--- src/rtl/arm_multicycle_controller.sv ---
// Multicycle ARM control unit: Moore sequencing FSM, data-processing decode,
// NZCV flag register and condition evaluation for a shared-memory datapath.
module arm_multicycle_controller #(
    parameter logic [3:0] FLAG_RESET = 4'b0000
) (
    input  logic        clk,
    input  logic        reset,
    input  logic [19:0] Instr,
    input  logic [3:0]  ALUFlags,
    output logic        PCWrite,
    output logic        MemWrite,
    output logic        RegWrite,
    output logic        IRWrite,
    output logic        AdrSrc,
    output logic [1:0]  RegSrc,
    output logic [1:0]  ALUSrcA,
    output logic [1:0]  ALUSrcB,
    output logic [1:0]  ResultSrc,
    output logic [1:0]  ImmSrc,
    output logic [2:0]  ALUControl,
    output logic [3:0]  State
);
    typedef enum logic [3:0] {
        FETCH  = 4'd0, DECODE = 4'd1, MEMADR = 4'd2, MEMRD  = 4'd3, MEMWB  = 4'd4,
        MEMWR  = 4'd5, EXECR  = 4'd6, EXECI  = 4'd7, ALUWB  = 4'd8, BRANCH = 4'd9
    } state_t;

    state_t      state, state_nx;
    logic [3:0]  flags;
    logic [3:0]  cond;
    logic [1:0]  op;
    logic [5:0]  funct;
    logic [3:0]  rd;
    logic [2:0]  alu_op;
    logic        dp_ok, is_cmp, cv_upd, cond_ex;
    logic        pc_write, mem_write, reg_write, ir_write;
    logic        n_f, z_f, c_f, v_f;
    logic        unused_rn;

    // Instr carries IR[31:12]; IR[19:16] (Rn) is not needed by the controller.
    assign cond      = Instr[19:16];
    assign op        = Instr[15:14];
    assign funct     = Instr[13:8];
    assign rd        = Instr[3:0];
    assign unused_rn = ^Instr[7:4];
    assign {n_f, z_f, c_f, v_f} = flags;

    always_comb begin
        alu_op = 3'b000;
        dp_ok  = 1'b1;
        is_cmp = 1'b0;
        cv_upd = 1'b0;
        case (funct[4:1])
            4'b0100: cv_upd = 1'b1;
            4'b0010: begin alu_op = 3'b001; cv_upd = 1'b1; end
            4'b0000: alu_op = 3'b010;
            4'b1100: alu_op = 3'b011;
            4'b1010: begin alu_op = 3'b001; cv_upd = 1'b1; is_cmp = 1'b1; end
            default: dp_ok = 1'b0;
        endcase
    end

    always_comb begin
        case (cond)
            4'b0000: cond_ex = z_f;
            4'b0001: cond_ex = !z_f;
            4'b0010: cond_ex = c_f;
            4'b0011: cond_ex = !c_f;
            4'b0100: cond_ex = n_f;
            4'b0101: cond_ex = !n_f;
            4'b0110: cond_ex = v_f;
            4'b0111: cond_ex = !v_f;
            4'b1000: cond_ex = c_f && !z_f;
            4'b1001: cond_ex = !(c_f && !z_f);
            4'b1010: cond_ex = (n_f == v_f);
            4'b1011: cond_ex = (n_f != v_f);
            4'b1100: cond_ex = !z_f && (n_f == v_f);
            4'b1101: cond_ex = !(!z_f && (n_f == v_f));
            4'b1110: cond_ex = 1'b1;
            default: cond_ex = 1'b0;
        endcase
    end

    always_ff @(posedge clk or negedge reset) begin
        if (!reset) begin
            state <= FETCH;
            flags <= FLAG_RESET;
        end else begin
            state <= state_nx;
            // CondEx above sees the pre-update flags, so a flag-setting op tests its own cond first.
            if ((state == EXECR || state == EXECI) && funct[0] && cond_ex && dp_ok) begin
                flags[3:2] <= ALUFlags[3:2];
                if (cv_upd) flags[1:0] <= ALUFlags[1:0];
            end
        end
    end

    always_comb begin
        state_nx   = FETCH;
        pc_write   = 1'b0;
        mem_write  = 1'b0;
        reg_write  = 1'b0;
        ir_write   = 1'b0;
        AdrSrc     = 1'b0;
        RegSrc     = 2'b00;
        ALUSrcA    = 2'b00;
        ALUSrcB    = 2'b00;
        ResultSrc  = 2'b00;
        ALUControl = 3'b000;
        case (state)
            FETCH: begin
                ir_write  = 1'b1;
                pc_write  = 1'b1;
                ALUSrcA   = 2'b01;
                ALUSrcB   = 2'b10;
                ResultSrc = 2'b10;
                state_nx  = DECODE;
            end
            DECODE: begin
                ALUSrcA   = 2'b01;
                ALUSrcB   = 2'b10;
                ResultSrc = 2'b10;
                case (op)
                    2'b00:   state_nx = funct[5] ? EXECI : EXECR;
                    2'b01:   state_nx = MEMADR;
                    2'b10:   state_nx = BRANCH;
                    default: state_nx = FETCH;
                endcase
            end
            MEMADR: begin
                ALUSrcB  = 2'b01;
                state_nx = funct[0] ? MEMRD : MEMWR;
            end
            MEMRD: begin
                AdrSrc   = 1'b1;
                state_nx = MEMWB;
            end
            MEMWB: begin
                ResultSrc = 2'b01;
                reg_write = cond_ex;
                pc_write  = cond_ex && (rd == 4'd15);
            end
            MEMWR: begin
                AdrSrc    = 1'b1;
                mem_write = cond_ex;
                RegSrc    = 2'b10;
            end
            EXECR: begin
                ALUControl = alu_op;
                state_nx   = ALUWB;
            end
            EXECI: begin
                ALUSrcB    = 2'b01;
                ALUControl = alu_op;
                state_nx   = ALUWB;
            end
            ALUWB: begin
                reg_write = cond_ex && dp_ok && !is_cmp;
                pc_write  = cond_ex && dp_ok && !is_cmp && (rd == 4'd15);
            end
            BRANCH: begin
                ALUSrcA   = 2'b10;
                ALUSrcB   = 2'b01;
                ResultSrc = 2'b10;
                RegSrc    = 2'b01;
                pc_write  = cond_ex;
            end
            default: state_nx = FETCH;
        endcase
    end

    // Enables are held off combinationally while reset is asserted, even though the state reads FETCH.
    assign PCWrite  = pc_write  && reset;
    assign MemWrite = mem_write && reset;
    assign RegWrite = reg_write && reset;
    assign IRWrite  = ir_write  && reset;
    assign ImmSrc   = op;
    assign State    = state;
endmodule

--- config.mk ---
export PLATFORM = sky130hd
export DESIGN_NAME = arm_multicycle_controller
export DESIGN_NICKNAME = d
export VERILOG_FILES = /design/src/rtl/arm_multicycle_controller.sv
export SDC_FILE = /design/constraint.sdc
export NUM_CORES = 1
export LEC_CHECK = 0
export ABC_CLOCK_PERIOD_IN_PS = 2700
export BUFFER_PORTS_ARGS = -buffer_cell sky130_fd_sc_hd__clkbuf_2
export CAP_MARGIN = 20
export CELL_PAD_IN_SITES_DETAIL_PLACEMENT = 1
export CELL_PAD_IN_SITES_GLOBAL_PLACEMENT = 1
export CORE_ASPECT_RATIO = 1.75
export CORE_MARGIN = 4
export CORE_UTILIZATION = 30
export DETAILED_ROUTE_END_ITERATION = 8
export GPL_ROUTABILITY_DRIVEN = 0
export PLACE_DENSITY_LB_ADDON = 0.12
export SLEW_MARGIN = 20
export SYNTH_ARGS = -nofsm -noshare
export SYNTH_HDL_FRONTEND = slang
export SYNTH_SLANG_ARGS = --single-unit
--- constraint.sdc ---
create_clock -name clk -period 2.7 [get_ports clk]
set_input_delay 0.405 -clock clk [delete_from_list [all_inputs] [get_ports clk]]
set_output_delay 0.405 -clock clk [all_outputs]
set_load 0.005 [all_outputs]
* Yosys cells after proc, flatten, opt, wreduce, memory -nomap -nowiden
Index checks and enable logic that the tools add are counted.
** Cells by class
- Eq/ne operators :: 32
- Reductions and logical operators :: 34
- Muxes and demuxes :: 19
** Operators with widths (count)
- $eq 4x4->1 const B :: 12
- $eq 4x3->1 const B :: 9
- $eq 4x2->1 const B :: 5
- $pmux 4 s5 :: 1
- $pmux 2 s2 :: 4
- $pmux 1 s15 :: 1
- $logic_and 1x1->1 :: 13
- $logic_not 4->1 :: 3
- $pmux 4 s3 :: 1
- $reduce_or 3->1 :: 3
- $eq 4x1->1 const B :: 2
- $reduce_or 2->1 :: 4
- $logic_not 1->1 :: 7
- $mux 1 :: 7
- $mux 3 :: 2
- $pmux 2 s3 :: 1
- $reduce_or 5->1 :: 1
- $pmux 1 s4 :: 1
- $eq 2x1->1 const B :: 1
- $eq 2x2->1 const B :: 1
- $logic_not 2->1 :: 1
- $pmux 1 s2 :: 1
- $reduce_and 2->1 :: 1
- $eq 1x1->1 :: 1
- 2 further kinds :: 2
** Word-level totals
- Register bits :: 8
- Input port bits :: 26

* Longest topological paths before layout
- Depth in word-level cells :: 9
- Mapped depth :: 7
- Depth with buffers taken out :: 6

* Worst setup path before layout
No wires, ideal clock.
- Path kind :: input port to output port
- Start point :: input Instr[16]
- End point :: output PCWrite
- Arrival time :: 1.653 ns
- Stages on the path :: 6
- Setup slack :: 0.642 ns
- Path through :: buf_2 o311ai_2 o211ai_1 a211oi_2 o21ai_0 and4b_1
** Between the ends
- Cells in the longest elaborated chain, start to end :: 7
- Elaborated cells on any way between the ends :: 22
** RTL lines
- from (decl) :: line 8 : input logic [19:0] Instr,
- $eq 4x4->1, or another cell as far along :: line 64 : case (cond)
- $pmux 1 s15 (*) :: line 64
- $logic_and 1x1->1 (3 in series) :: line 159 : pc_write = cond_ex && dp_ok && !is_cmp && (rd == 4'd15);
- $pmux 1 s4 (*) :: line 110 : case (state)
- $logic_and 1x1->1 (*) :: line 173 : assign PCWrite = pc_write && reset;
- to (decl) :: line 10 : output logic PCWrite,
Every way passes the cells marked *; elsewhere a longest branch is shown, timed or not.

* Final worst setup path
- Start point :: register flags[3]
- End point :: output RegWrite
** Between the ends
- Cells in the longest elaborated chain, start to end :: 8
- Elaborated cells on any way between the ends :: 10
** RTL lines
- from (decl) :: line 29 : logic [3:0] flags;
- from (signal assigned) :: line 92 : flags[3:2] <= ALUFlags[3:2];
- $eq 1x1->1 :: line 75, 77, 78
- $logic_and 1x1->1 :: line 77, 78
- $logic_not 1->1 :: line 78 : 4'b1101: cond_ex = !(!z_f && (n_f == v_f));
- $pmux 1 s15 (*) :: line 64
- $logic_and 1x1->1 (2 in series) :: line 158 : reg_write = cond_ex && dp_ok && !is_cmp;
- $pmux 1 s2 (*) :: line 110
- $logic_and 1x1->1 (*) :: line 175 : assign RegWrite = reg_write && reset;
- to (decl) :: line 12 : output logic RegWrite,
Marked as above.

==> impl_metrics.json <==
{
  "synth-seq-cells": 8,
  "finish.utilization_pct": 40.6,
  "final.period_utilization_pct": 92.8,
  "initial_core_util_pct": 31.3,
  "clockRootBuffer": "clkbuf_8",
  "postRouteAntennaNets": 0,
  "first_pass_iters": 2,
  "yosysSeqAreaShare_pct": 23.5,
  "r2r_end": "flags[0]",
  "coreArea_mm2": 0.00272,
  "path_cells": "xor2_1 > or4b_1 > o311ai_1 > a211oi_2 > buf_4 > nor3_1 > clkbuf_2",
  "status": "completed",
  "placed_area_mm2": 0.00104,
  "syn-num-nets": 134,
  "area_growth_pct": 29.9,
  "hpwl_mm": 2.22,
  "setup_tns_ns": 0,
  "power.internal_w": 0.000472,
  "synthTopCellsByArea": "dfrtp_1, nand2b_1, nor2_1",
  "diodes": 0,
  "power.leakage_nw": 0.546,
  "clock-skew-final_ns": 0.00109,
  "cts_tree": "yes",
  "crit_path_end": "RegWrite",
  "fmax_ghz": 0.399,
  "endpoint_kind": "primary output",
  "worstMarginPinSlew_ns": 0.503,
  "cp-startpoint": "flags[3]",
  "die_h_um": 78.5,
  "via_count": 949,
  "grt_max_degree": 17,
  "syn_avg_cell_area_um2": 7.88,
  "clk_pin_slew_ns": 0.04,
  "pin_count": 48,
  "critPathLaunchType": "flop",
  "slew_violations": 0,
  "p_sw_share_pct": 43.5,
  "pre_cts_ws_ns": 0.143,
  "hold_viol": 0,
  "cpPeakStageDelay_ns": 0.52,
  "stdcell_area_mm2": 0.00110,
  "fin_crit_ns": 2.51,
  "fill_cells": 343,
  "max_cap_violations": 0,
  "pwr-share-seq_pct": 32.3,
  "p_clk_share_pct": 17.3,
  "port_buffers": 42,
  "nNetsFinal": 174,
  "grt_overflow": 0,
  "antenna_found_initial": 0,
  "setup_ws_ns": 0.193,
  "layout_commonest_cell": "clkbuf_2",
  "p_per_area_mw_per_mm2": 755,
  "setup-violations-final": 0,
  "cts.sinks": 8,
  "ir_drop_uv": 397,
  "routedWlPerCell_um": 15.3,
  "multi_input_area_um2": 582,
  "synthDistinctLibCells": 40,
  "worstPathArrival_ns": 2.10,
  "rows": 25,
  "hold_path_class": "input pin to async pin",
  "crit_type": "flop to primary output",
  "grt_pass1_wl_mm": 4.42,
  "slew-limit-headroom_pct": 66.5,
  "rsz0062_at_grt": "no",
  "power_switching_w": 0.000363,
  "yosysTopAreaCell": "dfrtp_1",
  "cts_hold_buf": 0,
  "die_w_um": 48.3,
  "area.sequential_um2": 200,
  "cpMaxStageDelayCell": "or4b_1",
  "grt_pass1_vias": 997,
  "via_per_inst": 5.49,
  "reg2regPathDepth": 7,
  "clockBufferDepth": 2,
  "drc": 0,
  "netlist_area_um2": 851,
  "synth_warnings": 0,
  "die_area_mm2": 0.00379,
  "cts_htree_levels": 1,
  "layout_common_cells": "clkbuf_2, nor2_1, dfrtp_1, nand2b_1, o21ai_0",
  "crit_required_ns": 2.30,
  "cts_made_buffers": 3,
  "routed_wl_mm": 2.64,
  "combPwrFrac_pct": 50.4,
  "grt.total_usage_pct": 15.7,
  "hold_ws_ns": 0.0312,
  "crit_fanout": 4,
  "syn_inst": 108,
  "r2r_slack_ns": 0.48,
  "cts_resized": 0,
  "drive_above_1_share_pct": 39.0,
  "yosysTopAreaCellShare_pct": 23.5,
  "r2r-start": "flags[3]",
  "insertion_delay_ns": 0.23,
  "drt_iter0_drc": 5
}
-- what timing repair did --
action                                 in CTS  in global routing
setup buffers                               0                  3
setup endpoints to repair                   0                  1
endpoints found under the hold margin       0                  0
-- cell type report --
cell class	count	share of cell area, %
multi-input cells	86	52.7
repair buffers	45	21.1
flip-flops and latches	8	18.1
clock buffers	3	3.74
well taps	27	3.06
inverters	4	1.36
-- per-stage QoR --
stage               std cells  total power [W]
global route              173         0.000919
finish                    173         0.000835
global placement          167         0.000678
CTS                       170         0.000838
floorplan                 108         0.000524
detailed placement        167         0.000689
-- kinds of logic (layout without fill, tap and decap cells) --
| family | count (synthesis) | in the layout | share of synthesized area, % |
|---|---|---|---|
| simple gates | 50 | 50 | 35.0 |
| flops | 8 | 8 | 23.5 |
| xor+xnor | 5 | 5 | 5.15 |
| other cells | 1 | 1 | 0.441 |
| mux | 4 | 4 | 5.29 |
| compound gates | 26 | 26 | 22.5 |
| buf+inv | 14 | 52 | 8.09 |
-- synth_stat cells, drive strengths merged --
| cell type | number |
|---|---|
| nand3 | 2 |
| nor3 | 4 |
| o311ai | 2 |
| nand2 | 5 |
| and3b | 2 |
| or4b | 1 |
| inv | 4 |
| o21ai | 8 |
| clkbuf | 5 |
| nand4b | 1 |
| xor2 | 4 |
| dfrtp | 8 |
| o2111ai | 1 |
| and2b | 1 |
| or3b | 1 |
| o2111a | 1 |
| nor2 | 11 |
| mux2 | 4 |
| nand2b | 8 |
| xnor2 | 1 |
| o21a | 1 |
| nand4 | 1 |
| conb | 1 |
| a211oi | 2 |
| nor2b | 3 |
| a2bb2oi | 1 |
| buf | 5 |
| o211ai | 1 |
| a31oi | 1 |
| or2 | 2 |
| and4b | 1 |
| nand3b | 2 |
| o32ai | 2 |
| a21oi | 5 |
| nor3b | 5 |
| o22a | 1 |
-- worst max-delay path: cells and delay by family (launching register included) --
family                    cells  cell delay, ns
DFF                           1            0.40
buffers and inverters         2            0.32
AOI/OAI and AO/OA             2            0.23
and+or+nand+nor               2            0.72
xor gates and xnor gates      1            0.21
-- flip-flops by register name (all words and copies together) (netlist names) --
name / cells
flags: 4
State: 4
-- worst min-delay path by stage --
stage,start,endpoint,slack (ns),cells past startpoint
2_1_floorplan,reset,State[0],0.11,0
3_3_place_gp,reset,State[0],0.28,1
3_5_place_dp,reset,State[3],0.28,1
4_1_cts,reset,State[3],0.03,1
5_1_grt,reset,State[3],0.05,1
6_report,reset,State[3],0.03,1
-- power groups by stage --
stage	Combinational, W	Clock (W)	Sequential [W]
after global routing	0.000478	0.000158	0.000283
after floorplan	0.000326	0	0.000198
after global placement	0.000408	0	0.000270
after CTS	0.000421	0.000148	0.000269
final	0.000421	0.000144	0.000270
after detailed placement	0.000418	0	0.000271
-- per-layer routing --
layer | up-vias | global-route usage, % | part of all wire, %
met5 | - | 0 | 0
met1 | 453 | 15.7 | 35
met4 | 0 | 5.66 | 1.6
li1 | 462 | - | -
met2 | 30 | 29.2 | 58
met3 | 4 | 2.52 | 4.9
(Power assumes the default switching activity.)
